`config.mk`:
```
export PLATFORM = sky130hd
export DESIGN_NAME = paralel_word_fifo
export DESIGN_NICKNAME = d
export VERILOG_FILES = /design/src/rtl/paralel_word_fifo.sv
export SDC_FILE = /design/constraint.sdc
export NUM_CORES = 1
export LEC_CHECK = 0
export BUFFER_PORTS_ARGS = -buffer_cell sky130_fd_sc_hd__buf_2
export CAP_MARGIN = 20
export CORE_UTILIZATION = 27
export CTS_CLUSTER_DIAMETER = 60
export CTS_CLUSTER_SIZE = 16
export DETAILED_ROUTE_END_ITERATION = 12
export GPL_ROUTABILITY_DRIVEN = 0
export SLEW_MARGIN = 30
export SYNTH_ARGS = -nofsm -noshare
export SYNTH_HDL_FRONTEND = slang
export SYNTH_SLANG_ARGS = --single-unit
export TNS_END_PERCENT = 30
```
`constraint.sdc`:
```
create_clock -name CLK -period 2.9 [get_ports CLK]
set_input_delay 0.435 -clock CLK [delete_from_list [all_inputs] [get_ports CLK]]
set_output_delay 0.435 -clock CLK [all_outputs]
set_load 0.05 [all_outputs]
```
`src/rtl/paralel_word_fifo.sv`:
```
`default_nettype none
// ============================================================================
// Module      : paralel_word_fifo
// Description : Receive-side word FIFO behind the serial-to-parallel
//               converter. It captures P_IN on each P_VALID strobe and
//               delivers the words over a valid/ready handshake. It also
//               provides a sticky overflow flag and a 16-bit accepted-word
//               counter for link diagnostics.
// Revision    : 1.0 - initial release
// ============================================================================
module paralel_word_fifo #(
    parameter int WIDTH = 32,
    parameter int DEPTH = 4,
    parameter int AW    = 2
) (
    input  logic             CLK,
    input  logic             RESET,
    input  logic             P_VALID,
    input  logic [WIDTH-1:0] P_IN,
    input  logic             D_READY,
    input  logic             CLR_OVF,
    output logic [WIDTH-1:0] D_OUT,
    output logic             D_VALID,
    output logic [AW:0]      COUNT,
    output logic             FULL,
    output logic             EMPTY,
    output logic             OVERFLOW,
    output logic [15:0]      WORD_CNT
);

    // ------------------------------------------------------------------------
    // Constants
    // ------------------------------------------------------------------------
    localparam logic [AW:0]   c_depth   = (AW + 1)'(DEPTH);
    localparam logic [AW:0]   c_cnt_one = (AW + 1)'(1);
    localparam logic [AW-1:0] c_ptr_one = AW'(1);

    // ------------------------------------------------------------------------
    // State
    // ------------------------------------------------------------------------
    logic [WIDTH-1:0] mem_q [DEPTH];
    logic [WIDTH-1:0] mem_d [DEPTH];

    logic [AW-1:0] wr_ptr_q,   wr_ptr_d;
    logic [AW-1:0] rd_ptr_q,   rd_ptr_d;
    logic [AW:0]   count_q,    count_d;
    logic          ovf_q,      ovf_d;
    logic [15:0]   word_cnt_q, word_cnt_d;

    // ------------------------------------------------------------------------
    // Handshake decode
    // ------------------------------------------------------------------------
    logic w_full;
    logic w_empty;
    logic w_pop;
    logic w_push;
    logic w_drop;

    // Flags come from the registered occupancy only, so they never glitch
    // on input activity.
    always_comb begin
        w_full  = (count_q == c_depth);
        w_empty = (count_q == '0);
        w_pop   = ~w_empty & D_READY;
        // A full FIFO still accepts a word when the head leaves in the
        // same cycle, so the slot freed by the pop is reused at once.
        w_push  = P_VALID & (~w_full | w_pop);
        w_drop  = P_VALID & w_full & ~w_pop;
    end

    // ------------------------------------------------------------------------
    // Next-state logic for pointers, occupancy, overflow and word counter
    // ------------------------------------------------------------------------
    // Compute the next pointers, occupancy, overflow flag and word count.
    always_comb begin
        wr_ptr_d   = wr_ptr_q;
        rd_ptr_d   = rd_ptr_q;
        count_d    = count_q;
        ovf_d      = ovf_q;
        word_cnt_d = word_cnt_q;

        if (w_push) begin
            // Pointers are AW bits wide and DEPTH is a power of two, so the
            // natural overflow of the adder is the modulo-DEPTH wrap.
            wr_ptr_d   = wr_ptr_q + c_ptr_one;
            word_cnt_d = word_cnt_q + 16'd1;
        end

        if (w_pop) begin
            rd_ptr_d = rd_ptr_q + c_ptr_one;
        end

        // Occupancy moves only when exactly one side is active.
        case ({w_push, w_pop})
            2'b10:   count_d = count_q + c_cnt_one;
            2'b01:   count_d = count_q - c_cnt_one;
            default: count_d = count_q;
        endcase

        // The clear is applied first so that a drop in the same cycle wins.
        if (CLR_OVF) begin
            ovf_d = 1'b0;
        end
        if (w_drop) begin
            ovf_d = 1'b1;
        end
    end

    // Compute the next memory contents; only the slot at wr_ptr changes.
    always_comb begin
        for (int i = 0; i < DEPTH; i++) begin
            mem_d[i] = mem_q[i];
        end
        if (w_push) begin
            mem_d[wr_ptr_q] = P_IN;
        end
    end

    // ------------------------------------------------------------------------
    // Registers
    // ------------------------------------------------------------------------
    // Control state, cleared asynchronously whenever RESET is low.
    always_ff @(posedge CLK or negedge RESET) begin
        if (!RESET) begin
            wr_ptr_q   <= '0;
            rd_ptr_q   <= '0;
            count_q    <= '0;
            ovf_q      <= 1'b0;
            word_cnt_q <= '0;
        end else begin
            wr_ptr_q   <= wr_ptr_d;
            rd_ptr_q   <= rd_ptr_d;
            count_q    <= count_d;
            ovf_q      <= ovf_d;
            word_cnt_q <= word_cnt_d;
        end
    end

    // Data storage; left unreset because the empty flag masks stale words.
    always_ff @(posedge CLK) begin
        for (int i = 0; i < DEPTH; i++) begin
            mem_q[i] <= mem_d[i];
        end
    end

    // ------------------------------------------------------------------------
    // Outputs
    // ------------------------------------------------------------------------
    // Drive the status outputs; D_OUT is forced to zero while empty so the
    // consumer never sees stale or uninitialised storage.
    always_comb begin
        COUNT    = count_q;
        FULL     = w_full;
        EMPTY    = w_empty;
        D_VALID  = ~w_empty;
        OVERFLOW = ovf_q;
        WORD_CNT = word_cnt_q;
        D_OUT    = w_empty ? '0 : mem_q[rd_ptr_q];
    end

endmodule
`default_nettype wire

```
==> flow_metrics.py, run 1 <==
metrics = {
    "run_status": {
        "status": "completed",
    },
    "yosys": {
        "synth-seq-cells": 152,
        "netlist_area_um2": 6000,
        "syn_avg_cell_area_um2": 19.3,
        "ys_warn_count": 0,
        "netlist_instances": 311,
        "ys_seq_area_share_pct": 74.0,
        "ys_types": 29,
        "synthTopCellsByArea": "edfxtp_1 64%, mux4_2 12%, dfrtp_1 10%",
        "yosysTopAreaCellShare_pct": 64.0,
        "yosysTopAreaCell": "edfxtp_1",
        "syn_nets": 355,
    },
    "setup_path": {
        "worstSetupPathType": "flip-flop to output pin",
        "cp-start-kind": "flip-flop",
        "cp_data_arrival_time_ps": 2220,
        "crit_path_end_kind": "output pin",
        "required_ps": 2470,
        "crit_fanout": 13,
    },
    "timing": {
        "worstMarginPinSlew_ps": 923,
        "finalHoldViolCount": 0,
        "setup_viol": 0,
        "finalMaxSlewViolations": 0,
        "setup_slack_ps": 241,
        "finalSetupTns_ps": 0,
        "rsz0062_at_grt": "no",
        "fin_crit_ps": 2660,
        "slew_headroom_pct": 38.5,
        "finClkSkew_ps": 8.59,
        "finalCritPeriodShare_pct": 91.7,
        "fmax_mhz": 376,
    },
    "finish": {
        "postLayoutCoreUtil_pct": 34.0,
        "fin_nets": 456,
        "nFillCells": 2085,
        "drive_gt1_share_pct": 39.1,
        "antenna_cells": 0,
        "layout_common_cells": "128 x edfxtp_1, 91 x buf_2, 32 x mux4_2, 32 x and2_1, 22 x dfrtp_1",
        "regArea_um2": 4450,
        "final_common_cell": "edfxtp_1",
        "area_growth_pct": 23.6,
        "multi_input_area_um2": 1470,
        "fin_area_um2": 7420,
    },
    "power": {
        "p_total_mw": 8.99,
        "switching_power_mw": 3.67,
        "p_sw_share_pct": 40.8,
        "clkPwrFrac_pct": 24.4,
        "p_int_mw": 5.32,
        "combPwrFrac_pct": 40.5,
        "peakVddDrop_mv": 0.428,
        "leakagePower_nw": 2.74,
        "powerDensity_nw_per_um2": 1210,
        "seqPwrFrac_pct": 35.0,
    },
    "floorplanning": {
        "chipHeight_um": 151,
        "die-area_um2": 22800,
        "start_util_pct": 27.5,
        "ios": 92,
        "coreArea_um2": 21800,
        "rows": 54,
        "fp.dieW_um": 151,
    },
    "cts": {
        "cts_buffers": 17,
        "ctsLongestPathBuffers": 2,
        "clk_pin_slew_ps": 70,
        "insertion_delay_ps": 410,
        "cts_tree": "built",
        "holdBufCountCts": 0,
        "cts_resized": 0,
        "htree_levels": 4,
        "postCtsSetupBuffers": 0,
        "clock_sinks": 152,
        "cts_root_buf": "clkbuf_16",
    },
    "placed_design": {
        "place_ws_ps": 462,
        "port_buffers": 91,
        "place_area_um2": 6820,
        "hpwl_mm": 7.33,
    },
    "route": {
        "wire_per_inst_um": 16.9,
        "ant_nets": 0,
        "via_per_inst": 4.33,
        "wirelength_mm": 11.9,
        "drc": 0,
        "vias": 3051,
        "dr.pass1.iters": 4,
        "drtIter0Drc": 125,
    },
    "global_routing": {
        "grt_overflow": 0,
        "grt_max_degree": 34,
        "grt_pass1_wl_mm": 18.3,
        "antenna_found_initial": 1,
        "grt_usage_pct": 11.1,
        "grt_pass1_vias": 3263,
    },
    "min_path": {
        "hp-class": "primary input to asynchronous set/reset pin",
    },
    "job": {
        "maxCapViolations": 0,
    },
}
-- layer usage --
layer  GRT usage, %  part of all wire (%)  vias up
met5              0                  0.11        -
met4           3.60                   1.0        2
met3           3.61                   4.7       13
met2           19.1                    51       59
met1           13.1                    43     1566
li1               -                     -     1411
-- state kept, by name, summed over array words and instances, names as in the netlist --
signal and count:
wr_ptr_q 2, WORD_CNT 16, rd_ptr_q 2, OVERFLOW 1, COUNT 3, mem_q 128
-- power by group through the flow --
| stage | Combinational (mW) | Clock, mW | Sequential [mW] |
|---|---|---|---|
| finish | 3.64 | 2.20 | 3.15 |
| global route | 3.91 | 2.35 | 3.21 |
| CTS | 3.72 | 2.26 | 3.18 |
| detailed placement | 3.72 | 0 | 3.22 |
| global placement | 3.70 | 0 | 3.18 |
| floorplan | 2.66 | 0 | 3.29 |
-- logic make-up after synthesis --
logic type,share of synthesized area [%]
flip-flops,74.0
multiplexers,12.2
adder cells (fa/ha/maj),1.58
AND/OR/NAND/NOR,7.25
buffers and inverters,1.67
AO/OA/AOI/OAI,0.250
XOR/XNOR,3.06
-- synth_stat cells (all sizes together) --
cell type,count
ha,6
nand2,10
and3,8
xnor2,11
nand3,5
nor4,2
nor4b,1
or3,1
dfrtp,24
mux4,32
nand4,4
clkbuf,8
fa,1
mux2i,1
inv,9
edfxtp,128
and2,33
xor2,10
buf,5
nor4bb,1
a32o,1
nor3,2
and4,1
o21ai,1
nor2,5
or4b,1
-- final timing paths --
kind | startpoint | to | slack (ps) | cells after the start
setup / recovery | rd_ptr_q[0] | D_OUT[21] | 240 | 4
hold / removal | RESET | WORD_CNT[15] | 7 | 1
setup reg to reg | COUNT[0] | COUNT[2] | 490 | 9
hold reg to reg | WORD_CNT[15] | WORD_CNT[15] | 490 | 1
max in group asynchronous | RESET | rd_ptr_q[0] | 2490 | 1
min in group CLK | P_IN[23] | mem_q[0][23] | 240 | 1
-- cell type report --
| type | count | share of cell area (%) |
|---|---|---|
| Timing Repair Buffer | 95 | 7.05 |
| Sequential cell | 152 | 59.9 |
| Inverter | 9 | 0.523 |
| Tap cell | 280 | 4.72 |
| Multi-Input combinational cell | 137 | 19.8 |
| Clock buffer | 17 | 5.73 |
| Clock inverter | 15 | 2.24 |
-- worst max-delay path: stages, from the launching register on --
cell     delay, ps
dfrtp_2        660
buf_12         240
mux4_2         500
and2_1         190
buf_2          210
-- stage by stage --
stage	std cells	hold WS, ps
after floorplan	311	139
after global placement	673	449
after detailed placement	673	469
after CTS	705	10.7
after global routing	705	34.7
final	705	6.93
Note: power is estimated with default switching activity, not from simulation.
==> run 2, diff against run 1 <==
- CORE_ASPECT_RATIO: unset -> 0.5
- CORE_MARGIN: unset -> 2
==> run 2 against run 1 <==
Net effect:
- the flow now finishes with violations (hold timing)
- critical path depth stayed put
- maximum frequency is 2.2% higher
- via count is 1.2% lower
- worst setup slack better by 57 ps
- sequential cell count is the same
- sequential share of layout area shrank 0.21 points
- cell count up 3.3%
- cell area is 0.35% higher
- non-clock buffer count up 1
- hold slack worse by 9.0 ps
- die area up 3.0%
- power grew 0.50%
- critical path type unchanged
- largest power group unchanged
==> flow_metrics.py, run 2 (synthesized netlist as in run 1, its figures left out) <==
metrics = {
    "run_status": {
        "status": "finished, violations left",
        "violations": "hold timing",
    },
    "global_routing": {
        "antenna_found_initial": 2,
        "grt_pass1_wl_mm": 18.2,
        "grt_usage_pct": 10.5,
        "grt_max_degree": 34,
        "grt_overflow": 0,
        "grt_pass1_vias": 3220,
    },
    "finish": {
        "max_flop_register": "mem_q",
        "drive_gt1_share_pct": 39.7,
        "layout_common_cells": "128 x edfxtp_1, 91 x buf_2, 32 x mux4_2, 32 x and2_1, 22 x dfrtp_1",
        "final_common_cell": "edfxtp_1",
        "largest_register_ffs": 128,
        "area_growth_pct": 24.1,
        "nFillCells": 2103,
        "fin_nets": 457,
        "final_cells": 728,
    },
    "route": {
        "maxUsedRoutingLayer": "met4",
        "drtIter0Drc": 156,
        "routedLengthMet1_mm": 5.33,
        "vias": 3015,
        "drc": 0,
        "wl_met3_um": 357,
        "wire_per_inst_um": 16.3,
        "wirelength_mm": 11.9,
        "route.met2.wl_mm": 5.99,
        "via_per_inst": 4.14,
        "dr.pass1.iters": 4,
        "ant_nets": 0,
    },
    "timing": {
        "whs_ps": -2.05,
        "rsz0062_at_grt": "no",
        "slew_headroom_pct": 38.2,
        "fmax_mhz": 384,
        "finalHoldViolCount": 5,
        "finalCritPeriodShare_pct": 89.7,
        "finClkSkew_ps": 6.53,
        "worstMarginPinSlew_ps": 927,
        "fin_crit_ps": 2600,
        "finalSetupTns_ps": 0,
        "finalMaxSlewViolations": 0,
        "setup_viol": 0,
    },
    "setup_path": {
        "r2r-start": "COUNT[0]",
        "cp_slowest_cell": "dfrtp_2",
        "path_buf_inv": 2,
        "cp-start-kind": "flip-flop",
        "crit_path_end_kind": "output pin",
        "r2r_end": "COUNT[2]",
        "cpLargestDelayFamily": "flip-flops",
        "required_ps": 2470,
        "cp_data_arrival_time_ps": 2170,
        "slowest_delay_ps": 610,
        "reg2reg_setup_slack_ps": 470,
        "r2r_cells": 9,
        "worstSetupPathType": "flip-flop to output pin",
        "crit_chain": "buf_12 > mux4_2 > and2_1 > buf_2",
        "crit_fanout": 12,
        "startpoint": "rd_ptr_q[0]",
    },
    "floorplanning": {
        "start_util_pct": 27.6,
        "coreArea_um2": 21700,
        "chipHeight_um": 109,
        "rows": 38,
        "die-area_um2": 23500,
        "fp.dieW_um": 215,
        "ios": 92,
    },
    "cts": {
        "cts_tree": "built",
        "holdBufCountCts": 0,
        "cts_root_buf": "clkbuf_16",
        "ctsLongestPathBuffers": 2,
        "postCtsSetupBuffers": 0,
        "clock_sinks": 152,
        "cts_buffers": 17,
        "clk_pin_slew_ps": 60,
        "cts_resized": 0,
        "insertion_delay_ps": 420,
        "htree_levels": 4,
    },
    "placed_design": {
        "port_buffers": 91,
        "dp_cells": 694,
        "hpwl_mm": 7.55,
    },
    "power": {
        "peakVddDrop_mv": 0.495,
        "leakagePower_nw": 2.74,
        "powerDensity_nw_per_um2": 1210,
    },
    "job": {
        "maxCapViolations": 0,
    },
    "min_path": {
        "hp-class": "primary input to asynchronous set/reset pin",
    },
}
-- run 2: how the worst max path moves through the flow --
stage	depth (start not counted)	endpoint
after floorplan	10	COUNT[2]
after global placement	10	COUNT[2]
after detailed placement	10	COUNT[2]
after CTS	4	D_OUT[1]
after global routing	4	D_OUT[1]
final	4	D_OUT[31]
-- run 2: cell type report --
type | instances | area (um^2) | area share, %
Sequential cell | 152 | 4450 | 59.7
Clock inverter | 15 | 175 | 2.35
Inverter | 9 | 38.8 | 0.521
Antenna cell | 2 | 5.00 | 0.0672
Multi-Input combinational cell | 137 | 1470 | 19.7
Clock buffer | 17 | 425 | 5.71
Tap cell | 300 | 375 | 5.04
Timing Repair Buffer | 96 | 518 | 6.95
-- run 2: where the power goes --
part           switching (mW)  internal, mW  total (mW)
combinational            2.52          1.15        3.67
sequential              0.268          2.87        3.14
clock                   0.873          1.35        2.23
total                    3.66          5.37        9.04
-- run 2: metrics by stage --
stage                     hold WS [ps]  worst slack (ps)  area, um^2  util, %  power, mW
after CTS                        0.478               237        7440     34.3       9.18
after global placement             452               489        6840     31.5       6.91
after detailed placement           459               424        6840     31.5       6.94
final                            -2.05               298        7450     34.3       9.04
after floorplan                    139               291        6000        -       5.95
after global routing              39.6               162        7440     34.3       9.46
-- run 2: layer usage --
layer / vias to the layer above / global-route usage, %
li1: 1407 / -
met1: 1566 / 12.7
met2: 29 / 17.7
met3: 13 / 2.90
met4: 0 / 4.91
met5: - / 0
-- run 2: worst register-to-register path, cell delays in order (launching register included) --
cell	delay, ps
dfrtp_1	440
or4b_4	600
and2_4	220
inv_6	80
ha_1	170
inv_1	60
fa_1	370
xor2_1	150
nor2_1	110
xor2_1	170
==> run 3, diff against run 2 <==
- CTS_BUF_LIST: unset -> sky130_fd_sc_hd__clkbuf_2 sky130_fd_sc_hd__clkbuf_4 sky130_fd_sc_hd__clkbuf_8
==> run 3 against run 2 <==
Net effect:
- the flow now finishes without violations
- clock-buffer cell count is the same
- sequential cell count is the same
- cell area shrank 2.4%
- global-route usage shrank 0.073 points
- critical path depth is the same
- critical path type unchanged
- largest power group unchanged
==> flow_metrics.py, run 3 (synthesized netlist as in run 1, its figures left out) <==
metrics = {
    "setup_path": {
        "crit_path_end_kind": "output pin",
        "cp-start-kind": "flip-flop",
        "required_ps": 2470,
        "cp_slowest_cell": "dfrtp_2",
        "path_buf_inv": 2,
        "cpLargestDelayFamily": "flip-flops",
        "slowest_delay_ps": 610,
        "crit_fanout": 12,
        "worstSetupPathType": "flip-flop to output pin",
        "crit_chain": "buf_12 > mux4_2 > and2_1 > buf_2",
        "cp_data_arrival_time_ps": 2180,
    },
    "floorplanning": {
        "start_util_pct": 27.6,
        "chipHeight_um": 109,
        "fp.dieW_um": 215,
        "die-area_um2": 23500,
        "ios": 92,
        "rows": 38,
        "coreArea_um2": 21700,
    },
    "power": {
        "leakagePower_nw": 2.65,
        "powerDensity_nw_per_um2": 1160,
        "peakVddDrop_mv": 0.478,
        "p_total_mw": 8.45,
    },
    "global_routing": {
        "busiest_layer": "met2",
        "grt_util_met2_pct": 17.7,
        "grt_usage_pct": 10.4,
        "grt_max_degree": 34,
        "grt_pass1_wl_mm": 18.0,
        "antenna_found_initial": 2,
        "grt_pass1_vias": 3190,
        "grt.met3_usage_pct": 3.98,
        "grt_overflow": 0,
        "use_met1_pct": 12.6,
    },
    "finish": {
        "fin_nets": 458,
        "max_flop_register": "mem_q",
        "largest_register_ffs": 128,
        "area_growth_pct": 21.0,
        "multi_input_area_um2": 1470,
        "drive_gt1_share_pct": 39.6,
        "layout_common_cells": "128 x edfxtp_1, 91 x buf_2, 32 x mux4_2, 32 x and2_1, 22 x dfrtp_1",
        "fin_area_um2": 7270,
        "postLayoutCoreUtil_pct": 33.5,
        "nFillCells": 2120,
        "regArea_um2": 4450,
        "final_common_cell": "edfxtp_1",
    },
    "cts": {
        "cts_tree": "built",
        "htree_levels": 4,
        "cts_buffers": 17,
        "clk_pin_slew_ps": 90,
        "ctsLongestPathBuffers": 2,
        "insertion_delay_ps": 440,
        "cts_root_buf": "clkbuf_8",
        "clock_sinks": 152,
    },
    "placed_design": {
        "place_area_um2": 6840,
        "place_ws_ps": 424,
        "hpwl_mm": 7.55,
        "port_buffers": 91,
    },
    "route": {
        "via_per_inst": 4.14,
        "ant_nets": 0,
        "wirelength_mm": 11.8,
        "drtIter0Drc": 159,
        "dr.pass1.iters": 4,
        "wire_per_inst_um": 16.2,
        "drc": 0,
        "vias": 3018,
    },
    "timing": {
        "finalSetupTns_ps": 0,
        "setup_viol": 0,
        "fmax_mhz": 382,
        "finalMaxSlewViolations": 0,
        "slew_headroom_pct": 39.9,
        "fin_crit_ps": 2620,
        "finalCritPeriodShare_pct": 90.2,
        "rsz0062_at_grt": "no",
        "worstMarginPinSlew_ps": 901,
        "finalHoldViolCount": 0,
        "setup_slack_ps": 284,
        "finClkSkew_ps": 12.7,
    },
    "run_status": {
        "status": "completed",
    },
    "job": {
        "maxCapViolations": 0,
    },
    "min_path": {
        "hp-class": "primary input to flip-flop",
    },
}
[run 3: metal layers]
metal | routed length, um | up-vias
met1 | 5280 | 1570
met2 | 6040 | 36
met5 | 0 | -
li1 | - | 1408
met4 | 80 | 0
met3 | 428 | 4
[run 3: path summary, 6_finish.rpt]
kind,from,end,slack [ps],cells past startpoint
max,rd_ptr_q[0],D_OUT[31],280,4
min,P_IN[8],mem_q[1][8],200,1
max reg2reg,COUNT[0],COUNT[2],470,9
min reg2reg,WORD_CNT[15],WORD_CNT[15],470,1
max in group asynchronous,RESET,rd_ptr_q[0],1960,2
min in group asynchronous,RESET,WORD_CNT[15],520,2
[run 3: final cells by class]
cell class / instances / share of cell area (%)
tap: 300 / 5.16
timing repair buffer: 97 / 7.26
inverter: 9 / 0.534
multi-input combinational: 137 / 20.2
clock buffer: 17 / 3.22
antenna: 2 / 0.0689
sequential: 152 / 61.2
clock inverter: 15 / 2.41
[run 3: where the power goes]
part | internal [mW] | leakage [nW] | total (mW) | switching, mW
sequential | 2.86 | 1.47 | 3.13 | 0.267
combinational | 1.15 | 0.985 | 3.67 | 2.52
clock | 0.852 | 0.195 | 1.65 | 0.795
[run 3: through the flow]
step	hold WS [ps]	std cells
after CTS	177	727
after global placement	452	694
after floorplan	139	311
after detailed placement	459	694
final	205	729
after global routing	164	727
[run 3: what timing repair did]
action / in CTS / in global routing
endpoints found under the hold margin: 24 / 0
hold buffers: 1 / 0
buffers inserted: 0 / 0
gates resized for setup: 0 / 0
